==> src/rtl/imem_responder.sv <==
// Instruction-fetch responder backed by one refillable line buffer (req/gnt/rvalid bus).
// Optional IMEM_CRITICAL_WORD_FIRST_EN: critical-word-first fill with early restart.
module imem_responder #(
   parameter int LINE_WORDS = 4
) (
   input  logic        clk,
   input  logic        reset_n,
   input  logic        flush_i,
   input  logic [31:0] iaddr_i,
   output logic        stall_o,
   output logic [31:0] idata_o,
   output logic        fault_o,
   output logic        bus_req_o,
   output logic [31:0] bus_addr_o,
   input  logic        bus_gnt_i,
   input  logic        bus_rvalid_i,
   input  logic [31:0] bus_rdata_i,
   input  logic        bus_err_i
);
   localparam int OFS   = $clog2(LINE_WORDS);
   localparam int TAG_W = 30 - OFS;
   localparam logic [OFS-1:0] LAST_BEAT = OFS'(LINE_WORDS - 1);
   localparam logic [OFS-1:0] ONE_OFS   = OFS'(1);
   localparam logic [31:0]    NOP_INSN  = 32'h0000_0013;

   typedef enum logic [1:0] {
      S_IDLE = 2'd0,
      S_REQ  = 2'd1,
      S_WAIT = 2'd2,
      S_ERR  = 2'd3
   } state_t;

   state_t           state_r;
   logic             valid_r;
   logic             discard_r;
   logic [TAG_W-1:0] line_tag_r;
   logic [TAG_W-1:0] fill_tag_r;
   logic [OFS-1:0]   idx_r;
   logic [OFS-1:0]   cnt_r;
   logic [29:0]      err_addr_r;
   logic [31:0]      line_r [LINE_WORDS];
   logic [31:0]      idata_r;
   logic             fault_r;
   logic             bus_req_r;
   logic [31:0]      bus_addr_r;

   logic [TAG_W-1:0] tag_s;
   logic [OFS-1:0]   word_s;
   logic [OFS-1:0]   start_idx_s;
   logic [OFS-1:0]   next_idx_s;
   logic             hit_s;
   logic             err_hit_s;
   logic             early_hit_s;
   logic             discard_s;
   logic             unused_s;

   assign tag_s      = iaddr_i[31:OFS+2];
   assign word_s     = iaddr_i[OFS+1:2];
   assign unused_s   = ^iaddr_i[1:0];
   assign next_idx_s = idx_r + ONE_OFS;
   assign discard_s  = discard_r | flush_i;

   assign hit_s     = valid_r && (tag_s == line_tag_r) && (state_r == S_IDLE) && !flush_i;
   assign err_hit_s = (state_r == S_ERR) && (iaddr_i[31:2] == err_addr_r);

`ifdef IMEM_CRITICAL_WORD_FIRST_EN
   // Words already landed in the current fill; lets the core restart before the line completes.
   logic [LINE_WORDS-1:0] landed_r;

   assign start_idx_s = word_s;
   assign early_hit_s = ((state_r == S_REQ) || (state_r == S_WAIT)) && !discard_s &&
                        (tag_s == fill_tag_r) && landed_r[word_s];

   // Track landed beats; cleared at the start of every fill.
   always_ff @(posedge clk or negedge reset_n) begin
      if (!reset_n) begin
         landed_r <= '0;
      end else if ((state_r == S_IDLE) && !flush_i && !hit_s) begin
         landed_r <= '0;
      end else if ((state_r == S_WAIT) && bus_rvalid_i && !bus_err_i) begin
         landed_r[idx_r] <= 1'b1;
      end else if (state_r == S_ERR) begin
         landed_r <= '0;
      end
   end
`else
   assign start_idx_s = '0;
   assign early_hit_s = 1'b0;
`endif

   assign stall_o    = !(hit_s || err_hit_s || early_hit_s);
   assign idata_o    = idata_r;
   assign fault_o    = fault_r;
   assign bus_req_o  = bus_req_r;
   assign bus_addr_o = bus_addr_r;

   // Fill FSM, line storage and registered fetch/bus outputs.
   always_ff @(posedge clk or negedge reset_n) begin
      if (!reset_n) begin
         state_r    <= S_IDLE;
         valid_r    <= 1'b0;
         discard_r  <= 1'b0;
         line_tag_r <= '0;
         fill_tag_r <= '0;
         idx_r      <= '0;
         cnt_r      <= '0;
         err_addr_r <= 30'd0;
         idata_r    <= NOP_INSN;
         fault_r    <= 1'b0;
         bus_req_r  <= 1'b0;
         bus_addr_r <= 32'd0;
         for (int i = 0; i < LINE_WORDS; i++) begin
            line_r[i] <= 32'd0;
         end
      end else begin
         if (hit_s || early_hit_s) begin
            idata_r <= line_r[word_s];
            fault_r <= 1'b0;
         end else if (err_hit_s) begin
            idata_r <= 32'd0;
            fault_r <= 1'b1;
         end

         case (state_r)
            S_IDLE: begin
               if (flush_i) begin
                  valid_r <= 1'b0;
               end else if (!hit_s) begin
                  state_r    <= S_REQ;
                  valid_r    <= 1'b0;
                  discard_r  <= 1'b0;
                  fill_tag_r <= tag_s;
                  idx_r      <= start_idx_s;
                  cnt_r      <= '0;
                  bus_req_r  <= 1'b1;
                  bus_addr_r <= {tag_s, start_idx_s, 2'b00};
               end
            end
            S_REQ: begin
               if (flush_i) begin
                  discard_r <= 1'b1;
               end
               if (bus_gnt_i) begin
                  state_r   <= S_WAIT;
                  bus_req_r <= 1'b0;
               end
            end
            S_WAIT: begin
               if (flush_i) begin
                  discard_r <= 1'b1;
               end
               if (bus_rvalid_i && bus_err_i) begin
                  // Faulting beat: drop the rest of the line and remember where it failed.
                  state_r    <= S_ERR;
                  valid_r    <= 1'b0;
                  discard_r  <= 1'b0;
                  err_addr_r <= bus_addr_r[31:2];
               end else if (bus_rvalid_i) begin
                  line_r[idx_r] <= bus_rdata_i;
                  if (cnt_r == LAST_BEAT) begin
                     state_r    <= S_IDLE;
                     valid_r    <= !discard_s;
                     line_tag_r <= fill_tag_r;
                     discard_r  <= 1'b0;
                  end else begin
                     state_r    <= S_REQ;
                     idx_r      <= next_idx_s;
                     cnt_r      <= cnt_r + ONE_OFS;
                     bus_req_r  <= 1'b1;
                     bus_addr_r <= {fill_tag_r, next_idx_s, 2'b00};
                  end
               end
            end
            S_ERR: begin
               state_r <= S_IDLE;
            end
            default: begin
               state_r   <= S_IDLE;
               valid_r   <= 1'b0;
               bus_req_r <= 1'b0;
            end
         endcase
      end
   end
endmodule

==> config.mk <==
export PLATFORM = sky130hd
export DESIGN_NAME = imem_responder
export DESIGN_NICKNAME = d
export VERILOG_FILES = /design/src/rtl/imem_responder.sv
export SDC_FILE = /design/constraint.sdc
export NUM_CORES = 1
export LEC_CHECK = 0
export ABC_AREA = 1
export BUFFER_PORTS_ARGS = -buffer_cell sky130_fd_sc_hd__buf_2
export CAP_MARGIN = 5
export CELL_PAD_IN_SITES_DETAIL_PLACEMENT = 1
export CELL_PAD_IN_SITES_GLOBAL_PLACEMENT = 2
export CORE_AREA = 2 2 265 162
export DETAILED_ROUTE_END_ITERATION = 10
export DIE_AREA = 0 0 267 164
export HOLD_SLACK_MARGIN = 0.06
export PLACE_DENSITY_LB_ADDON = 0.1
export SLEW_MARGIN = 20
export SYNTH_ARGS = -nofsm -noshare
export SYNTH_HDL_FRONTEND = slang
export SYNTH_SLANG_ARGS = --single-unit
==> constraint.sdc <==
create_clock -name clk -period 1.7 [get_ports clk]
set_input_delay 0.085 -clock clk [delete_from_list [all_inputs] [get_ports clk]]
set_output_delay 0.085 -clock clk [all_outputs]
set_load 0.005 [all_outputs]
## Word level (Yosys, flattened, before mapping)

Index checks and enable logic that the tools add are counted.

| storage, ports and cells | value |
|---|---|
| word-level logic and storage cells | 117 |
| bits in writable memories | 0 |
| latch bits | 0 |
| ROM bits | 0 |
| flip-flop bits (word level) | 288 |
| memories | 0 |
| input bits | 70 |
| output and inout bits | 67 |

| operators by class | value |
|---|---|
| reduce and logical (&&, ||, !) cells | 23 |
| add/subtract/negate cells | 2 |
| bitwise operators | 6 |
| div/mod/pow operators | 0 |
| magnitude comparators | 3 |
| shift operators | 0 |
| $mul | 0 |
| eq/ne operators | 15 |
| mux-type cells | 52 |

Operator list:

| kind | count |
|---|---|
| 2-to-1 mux 32 bit | 10 |
| bitwise mux 128 bit | 1 |
| binary-select mux 32 bit (select 2 bit) | 1 |
| demux 32 bit (select 2 bit) | 1 |
| one-hot mux 32 bit (2 select lines) | 1 |
| equality test 30 bit | 1 |
| equality test 28 bit | 1 |
| 2-to-1 mux 2 bit | 13 |
| 2-to-1 mux 1 bit | 19 |
| inequality test 2 bit, second input constant | 6 |
| AND reduction 4 bit | 3 |
| inequality test 3 bit, second input constant | 3 |
| AND reduction 3 bit | 3 |
| one-hot mux 2 bit (2 select lines) | 2 |
| one-hot mux 2 bit (4 select lines) | 1 |
| AND reduction 7 bit | 1 |
| equality test 2 bit, second input constant | 3 |
| >= comparator 3 bit, second input constant | 2 |
| logical AND 1 bit | 6 |
| NOT 2 -> 3 bit | 2 |
| one-hot mux 1 bit (3 select lines) | 2 |
| AND reduction 6 bit | 1 |
| adder 2 x 1 -> 2 bit, second input constant | 2 |
| nonzero test 2 bit | 2 |
| 10 further kinds | 14 |

## Depth between registers and ports, before layout

Gate-level depths: netlist of the first run.

| logic depth | value |
|---|---|
| depth after elaboration | 7 |
| depth in mapped cells | 14 |
| depth with buffers taken out | 13 |

## Worst setup path before layout of the first run

No wires, ideal clock.

| path | value |
|---|---|
| kind | register -> register |
| start | reg state_r[0] |
| end | reg line_tag_r[14] |
| clock period less this slack | 1.899 ns |
| data arrival time | 1.771 ns |
| path buffers | 2 |
| data required time | 1.573 ns |
| library setup time | 0.127 ns |
| cell stages (with the launch flop) | 9 |
| path slack | -0.199 ns |
| cell sequence | dfrtp_1 -> inv_1 -> ha_1 -> inv_1 -> buf_4 -> nor3b_4 -> nand2_4 -> buf_6 -> mux2_1 |

| between the ends | value |
|---|---|
| cells in the longest elaborated chain, start to end | 2 |

Ends and longest elaborated chain:

| element | RTL line | RTL |
|---|---|---|
| start: declaration | 33 | `state_t state_r;` |
| start signal: assignment | 100 | `state_r <= S_IDLE;` |
| start signal: assignment | 129 | `state_r <= S_REQ;` |
| start signal: assignment | 144 | `state_r <= S_WAIT;` |
| equality test 2 bit | 124 | `case (state_r)` |
| AND reduction 4 bit (no line) | n/a |  |
| end signal: assignment | 163 | `line_tag_r <= fill_tag_r;` |
| end: declaration | 36 | `logic [TAG_W-1:0] line_tag_r;` |

Every way passes these cells.
A chain may end at the register's enable or synchronous reset.

## Worst setup path after layout of the first run

| path | value |
|---|---|
| start | reg state_r[1] |
| end | out stall_o |

| between the ends | value |
|---|---|
| cells in the longest elaborated chain, start to end | 5 |
| elaborated cells between the ends (all ways) | 7 |
| classes of those cells | eq/ne: 1; reduce/logical: 6 |

Ends and longest elaborated chain:

| element | RTL line | RTL |
|---|---|---|
| logical NOT 2 bit | 63 | `assign hit_s = valid_r && (tag_s == line_tag_r) && (state_r == S_IDLE) && !flush_i;` |
| logical AND 1 bit (2 in series) | 63 |  |
| logical OR 1 bit * | 91 | `assign stall_o = !(hit_s \|\| err_hit_s \|\| early_hit_s);` |
| logical NOT 1 bit * | 91 |  |
| end: declaration | 10 | `output logic stall_o,` |

Every way passes the cells marked *; elsewhere a longest branch is shown, timed or not.

==> results of run 1 <==
-- per-stage QoR --
step / TNS, ns / hold WS [ns] / setup WS [ns] / std cells
after CTS: -82.14 / 0.0687 / -0.690 / 2572
after global routing: -158.11 / 0.142 / -0.855 / 2596
after floorplan: -8.79 / -0.211 / -0.105 / 1632
after detailed placement: -40.28 / -0.0930 / -0.362 / 2391
final: -129.84 / 0.104 / -0.743 / 2596
after global placement: -32.10 / -0.0902 / -0.318 / 2391
-- worst min-delay path: stages --
cell and delay (ns):
buf_2 0.13, buf_4 0.15, inv_1 0.08, nand2_1 0.06, o21ai_0 0.08, o21ai_1 0.07
-- cell usage in the layout, fill, tap and decap left out, drive strengths merged, types with 12 or more instances in the layout --
cell	instances
a21oi	16
buf	333
clkbuf	56
clkinv	12
dfrtp	281
dlygate4sd3	69
inv	136
nand2	523
nand3	47
nand4	21
nor2	115
o21ai	314
o22ai	32
-- cell type report --
class	instances	area (µm²)	area share, %
clock buffers	37	837	4.20
clock inverters	19	220	1.11
inverters	138	528	2.65
multi-input cells	1127	6080	30.5
flip-flops and latches	284	7110	35.7
well taps	570	713	3.58
repair buffers	421	4420	22.2
-- worst min-delay path by stage --
stage               slack, ns       start  depth (start not counted)                          to
floorplan               -0.21     reset_n                          0  bus_addr_o[10]$_DFFE_PN0P_
global placement        -0.09     reset_n                          1  bus_addr_o[14]$_DFFE_PN0P_
detailed placement      -0.09     reset_n                          1  bus_addr_o[14]$_DFFE_PN0P_
CTS                      0.07  iaddr_i[6]                          6   bus_addr_o[6]$_DFFE_PN0P_
global route             0.14     reset_n                          3  bus_addr_o[12]$_DFFE_PN0P_
finish                   0.10  iaddr_i[6]                          6   bus_addr_o[6]$_DFFE_PN0P_
-- power by group through the flow --
stage	Sequential (mW)	Clock, mW	Combinational, mW
floorplan	9.58	0	3.66
global placement	9.86	0	6.41
detailed placement	9.92	0	6.59
CTS	9.83	7.30	9.58
global route	10.3	7.58	11.3
finish	10.1	7.18	10.5
-- state kept, by name, indices dropped and copies added (netlist names) --
name	flops
state_r	2
cnt_r	2
err_addr_r	30
idx_r	1
fault_o	1
line_r	128
discard_r	1
bus_addr_o	29
valid_r	1
idata_o	32
bus_req_o	1
fill_tag_r	28
line_tag_r	28
-- routing by layer --
metal / GRT usage (%) / share of wire, % / wire (µm) / vias up
li1: - / - / - / 6049
met4: 3.88 / 1.6 / 924 / 0
met1: 39.0 / 52 / 29800 / 6574
met3: 3.76 / 5.2 / 2950 / 66
met5: 0 / 0 / 0 / -
met2: 34.8 / 41 / 23500 / 309
-- logic make-up (layout without fill, tap and decap cells) --
group,Yosys count,after routing
and+or+nand+nor,728,730
AOI/OAI and AO/OA,365,365
DFF,284,284
buffers and inverters,223,615
xor gates and xnor gates,17,17
adders and majority gates,9,9
muxes,4,4
other,1,2
-- timing repair --
action | 4_1_cts | 5_1_grt
pin swaps | 30 | 21
hold endpoints to repair | 473 | 0
buffers inserted | 32 | 10
gates cloned | 24 | 24
hold buffers | 69 | 0
resized for setup | 172 | 266
setup endpoints to repair | 255 | 284
==> impl_metrics.json, run 1 <==
{
  "num_io_pins": 137,
  "worstRegToRegCells": 15,
  "vdd_drop_max_mv": 0.760,
  "slew_headroom_pct": 63.9,
  "final-setup-viol-count": 284,
  "ys_top_cells_by_area": "dfrtp_1, nand2_1, o21ai_0",
  "synth-seq-cells": 284,
  "dr_total_vias": 13000,
  "path_max_fanout": 4,
  "skew_ns": 0.0245,
  "core_area_um2": 41400,
  "antenna_found_initial": 0,
  "drcViolationCount": 0,
  "critPathRequiredTime_ns": 1.62,
  "setup_ws_ns": -0.743,
  "path_clk_slew_ns": 0.07,
  "cts_tree": "built",
  "cp-endpoint": "stall_o",
  "crit_type": "reg -> out",
  "cap_violations": 0,
  "ys_async_sr_fraction_pct": 100,
  "drt-vias-per-instance": 5.01,
  "cp.arrival_ns": 2.36,
  "grt_max_degree": 77,
  "drive_gt1_share_pct": 32.4,
  "postPlaceCellArea_um2": 15600,
  "drtPass1Iterations": 5,
  "wl_per_cell_um": 22.0,
  "rsz0062_at_grt": "yes",
  "syn_area_per_cell_um2": 8.04,
  "ys_types": 37,
  "tightestPinTransition_ns": 0.541,
  "status": "finished, violations left",
  "synth_top_area_share_pct": 53.6,
  "grt-ovfl-total": 0,
  "switching_share_pct": 36.3,
  "synth_most_common_cell": "nand2_1",
  "r2r_slack_ns": -0.63,
  "clkLatencyLatePin_ns": 0.60,
  "synth_top_family_by_area": "simple AND/OR/NAND/NOR gates",
  "worst-path-stages": 9,
  "power_frac_seq_pct": 36.3,
  "syn_inst": 1631,
  "endpoint_kind": "output port",
  "ys_seq_area_share_pct": 54.2,
  "period_minus_slack_ns": 2.44,
  "nNetsFinal": 2081,
  "fin_area_um2": 19900,
  "yosys.area.top_type": "dfrtp_1",
  "netlist_top_cells_count": "nand2_1, o21ai_0, dfrtp_1",
  "netlist_area_um2": 13100,
  "routed_wl_mm": 57.2,
  "rows": 58,
  "synth_flop_cell": "dfrtp_1",
  "ys_warn_count": 0,
  "cp_slowest_stage_delay_ns": 0.37,
  "clockPowerShare_pct": 25.9,
  "grt_pass1_wl_mm": 80.1,
  "design.die.area_um2": 43800,
  "hp-class": "in -> reg",
  "crit_chain": "buf_4 -> buf_4 -> ha_2 -> nand3_1 -> nor3_1 -> nand4_1 -> nor2_1 -> nor2_2 -> buf_6",
  "synth_compound_area_share_pct": 14.3,
  "switchingPower_mw": 10.0,
  "synthSimpleGateAreaFrac_pct": 22.4,
  "hpwl_mm": 32.9,
  "antenna_left": 0,
  "fin_crit_sh_pct": 144,
  "clkSinkCount": 284,
  "die_w_um": 267,
  "power_density_nw_per_um2": 1390,
  "grt_usage_pct": 24.4,
  "power.leakage_nw": 9.81,
  "cts_max_path_buffers": 3,
  "cts_htree_levels": 1,
  "r2r_start": "state_r[0]$_DFFE_PN0P_",
  "comb_power_share_pct": 37.8,
  "num_antenna_cells": 0,
  "synthAdderAreaFrac_pct": 0.858,
  "drtIter0Drc": 885,
  "slew_viol_final": 0,
  "synth_edf_count": 0,
  "fillCellCount": 4793,
  "dieHeight_um": 164,
  "grt_pass1_vias": 12800,
  "path_buf_inv": 3,
  "start_kind": "flop",
  "gp_congestion": 0.850,
  "finalPower_mw": 27.7,
  "violations": "negative setup slack",
  "initial_core_util_pct": 31.7,
  "intPower_mw": 17.7,
  "slowest_stage": "dfrtp_1",
  "synth-xor-area-share_pct": 1.14,
  "cts-root-buf": "clkbuf_16",
  "crit_top_cell": "buf_4",
  "final_util_pct": 48.0,
  "max_freq_mhz": 409,
  "area_delta_synth_final_pct": 51.8,
  "cts_buffers": 30,
  "synthMuxAreaShare_pct": 0.343,
  "reg2reg_to": "line_r[44]$_DFFE_PN0P_",
  "final_hold_viol_count": 0,
  "critPathTopFamily": "simple AND/OR/NAND/NOR gates",
  "crit_start": "state_r[1]$_DFFE_PN0P_",
  "io_buffers": 132
}
No activity file was read; power rests on OpenSTA's default activity.
==> run 2: changes to the inputs <==
- CORE_AREA: 2 2 265 162 -> 2 2 253 155
- DIE_AREA: 0 0 267 164 -> 0 0 255 157
- clock period: 1.7 -> 2.7 ns (I/O delays scaled with it)
==> run 2 against run 1 <==
Compared with the run above:
- highest routed layer unchanged
- critical path depth rose by 3
- worst setup slack gained 0.86 ns
- sequential power decreased by 39%
- sequential share of layout area increased by 8.7 points
- final cell count is 9.7% lower
- global-route usage decreased by 2.1 points
- flip-flop and latch count did not move
- clock power down 42%
- the flow now finishes without violations
- total power shrank 49%
- via count shrank 11%
- largest power group is now sequential cells
==> impl_metrics.json, run 2 (synthesis gave the netlist of run 1 again) <==
{
  "io_buffers": 132,
  "final_hold_viol_count": 0,
  "dpl.cell_count": 2227,
  "max_freq_mhz": 388,
  "cts_max_path_buffers": 3,
  "die_w_um": 255,
  "grt_pass1_vias": 11900,
  "core_area_um2": 37500,
  "drt-vias-per-instance": 4.94,
  "crit_start": "state_r[0]$_DFFE_PN0P_",
  "gp_congestion": 0.874,
  "period_minus_slack_ns": 2.58,
  "most-common-layout-cells": "nand2_1, o21ai_0, dfrtp_1",
  "start_kind": "flop",
  "antenna_found_initial": 0,
  "power.leakage_nw": 8.08,
  "worstRegToRegCells": 7,
  "routed_wl_mm": 44.0,
  "reg2reg_to": "line_tag_r[25]$_DFFE_PN0P_",
  "path_clk_slew_ns": 0.06,
  "drtPass1Iterations": 6,
  "setup_ws_ns": 0.121,
  "rows": 55,
  "slew_headroom_pct": 51.1,
  "final.setup.tns_ns": 0,
  "num_io_pins": 137,
  "status": "completed",
  "clkSinkCount": 284,
  "tightestPinTransition_ns": 0.734,
  "dr_total_vias": 11600,
  "vdd_drop_max_mv": 0.510,
  "final-setup-viol-count": 0,
  "dieHeight_um": 157,
  "grt_usage_pct": 22.4,
  "num_antenna_cells": 0,
  "slew_viol_final": 0,
  "antenna_left": 0,
  "r2r_slack_ns": 0.39,
  "initial_core_util_pct": 35.0,
  "cap_violations": 0,
  "rsz0062_at_grt": "no",
  "layout.cells.non_filler": 2345,
  "grt-ovfl-total": 0,
  "final_common_cell": "nand2_1",
  "drtIter0Drc": 762,
  "timing.hold.ws_ns": 0.0909,
  "largest_register_ffs": 128,
  "hpwl_mm": 30.0,
  "hp-class": "in -> async",
  "cts_buffers": 30,
  "place_ws_ns": 0.396,
  "regMostFlops": "line_r",
  "cts_tree": "built",
  "crit_type": "reg -> out",
  "wl_per_cell_um": 18.7,
  "drive_gt1_share_pct": 13.2,
  "clkLatencyLatePin_ns": 0.57,
  "endpoint_kind": "output port",
  "power_density_nw_per_um2": 874,
  "skew_ns": 0.0206,
  "drcViolationCount": 0,
  "cts_setup_buffers": 0,
  "grt_max_degree": 65,
  "grt_pass1_wl_mm": 69.0,
  "cp.arrival_ns": 2.44,
  "fin_crit_sh_pct": 95.5,
  "design.die.area_um2": 40000,
  "cts-root-buf": "clkbuf_16",
  "critPathRequiredTime_ns": 2.57,
  "cts_htree_levels": 1,
  "r2r_start": "state_r[0]$_DFFE_PN0P_",
  "area_delta_synth_final_pct": 22.1,
  "path_max_fanout": 4,
  "nNetsFinal": 1888
}
-- run 2: changes by cell type in the layout (fill, tap and decap cells not counted), moves of 16 or more --
cell       delta
buf_12       -37
buf_16       -20
buf_4        -81
buf_6        -22
clkbuf_16    -18
nand2_1     +128
nand2_2     -105
nand2_4      -18
nand3_1      +19
nand3_2      -16
nor2_1       +19
o21ai_0     +190
o21ai_1     -158
o21ai_2      -32
-- run 2: worst max-delay path, cell delays in order, from the launching register on --
cell	delay (ns)
dfrtp_1	0.42
inv_1	0.13
ha_1	0.19
nand2_1	0.06
nor2_1	0.10
nand2_1	0.06
nor2_1	0.24
nand2_1	0.09
nor2_1	0.11
nand2_1	0.16
nor2_1	0.13
nor2_1	0.05
buf_2	0.15
-- run 2: worst max path at each step --
| stage | end | slack, ns |
|---|---|---|
| floorplan | line_tag_r[14]$_DFFE_PN0P_ | 0.80 |
| global placement | line_tag_r[16]$_DFFE_PN0P_ | 0.54 |
| detailed placement | line_tag_r[23]$_DFFE_PN0P_ | 0.40 |
| CTS | stall_o | 0.12 |
| global route | stall_o | 0.008 |
| finish | stall_o | 0.12 |
-- run 2: timing repair --
item                                   CTS  global route
endpoints found under the hold margin  463             0
gates resized for setup                  0             0
hold buffers                            63             0
-- run 2: report_power, final --
part           internal [mW]  total, mW  switching [mW]
logic                   1.34       3.65            2.32
clock network           2.41       4.19            1.78
registers               5.40       6.16           0.758
total                   9.15       14.0            4.85
-- run 2: area by class of cell --
cell class              count  area [µm²]
clock buffers              46         872
fillers                  4579       21500
repair buffers            230        1640
inverters                 138         518
well taps                 513         642
flip-flops and latches    284        7110
clock inverters             9         103
multi-input cells        1125        5140
-- run 2: stage by stage --
step	cell area, µm²	utilization, %	power, mW
2_1_floorplan	13100	-	8.24
3_3_place_gp	14400	38.4	9.67
3_5_place_dp	14400	38.4	9.82
4_1_cts	16000	42.7	14.2
5_1_grt	16000	42.7	15.0
6_report	16000	42.7	14.0
-- run 2: layer usage --
layer / track usage, % / share of wire, % / wire, µm
met1: 34.8 / 53 / 23200
met2: 32.6 / 41 / 18000
met3: 3.90 / 4.6 / 2040
met4: 3.45 / 1.5 / 664
met5: 0 / 0 / 0
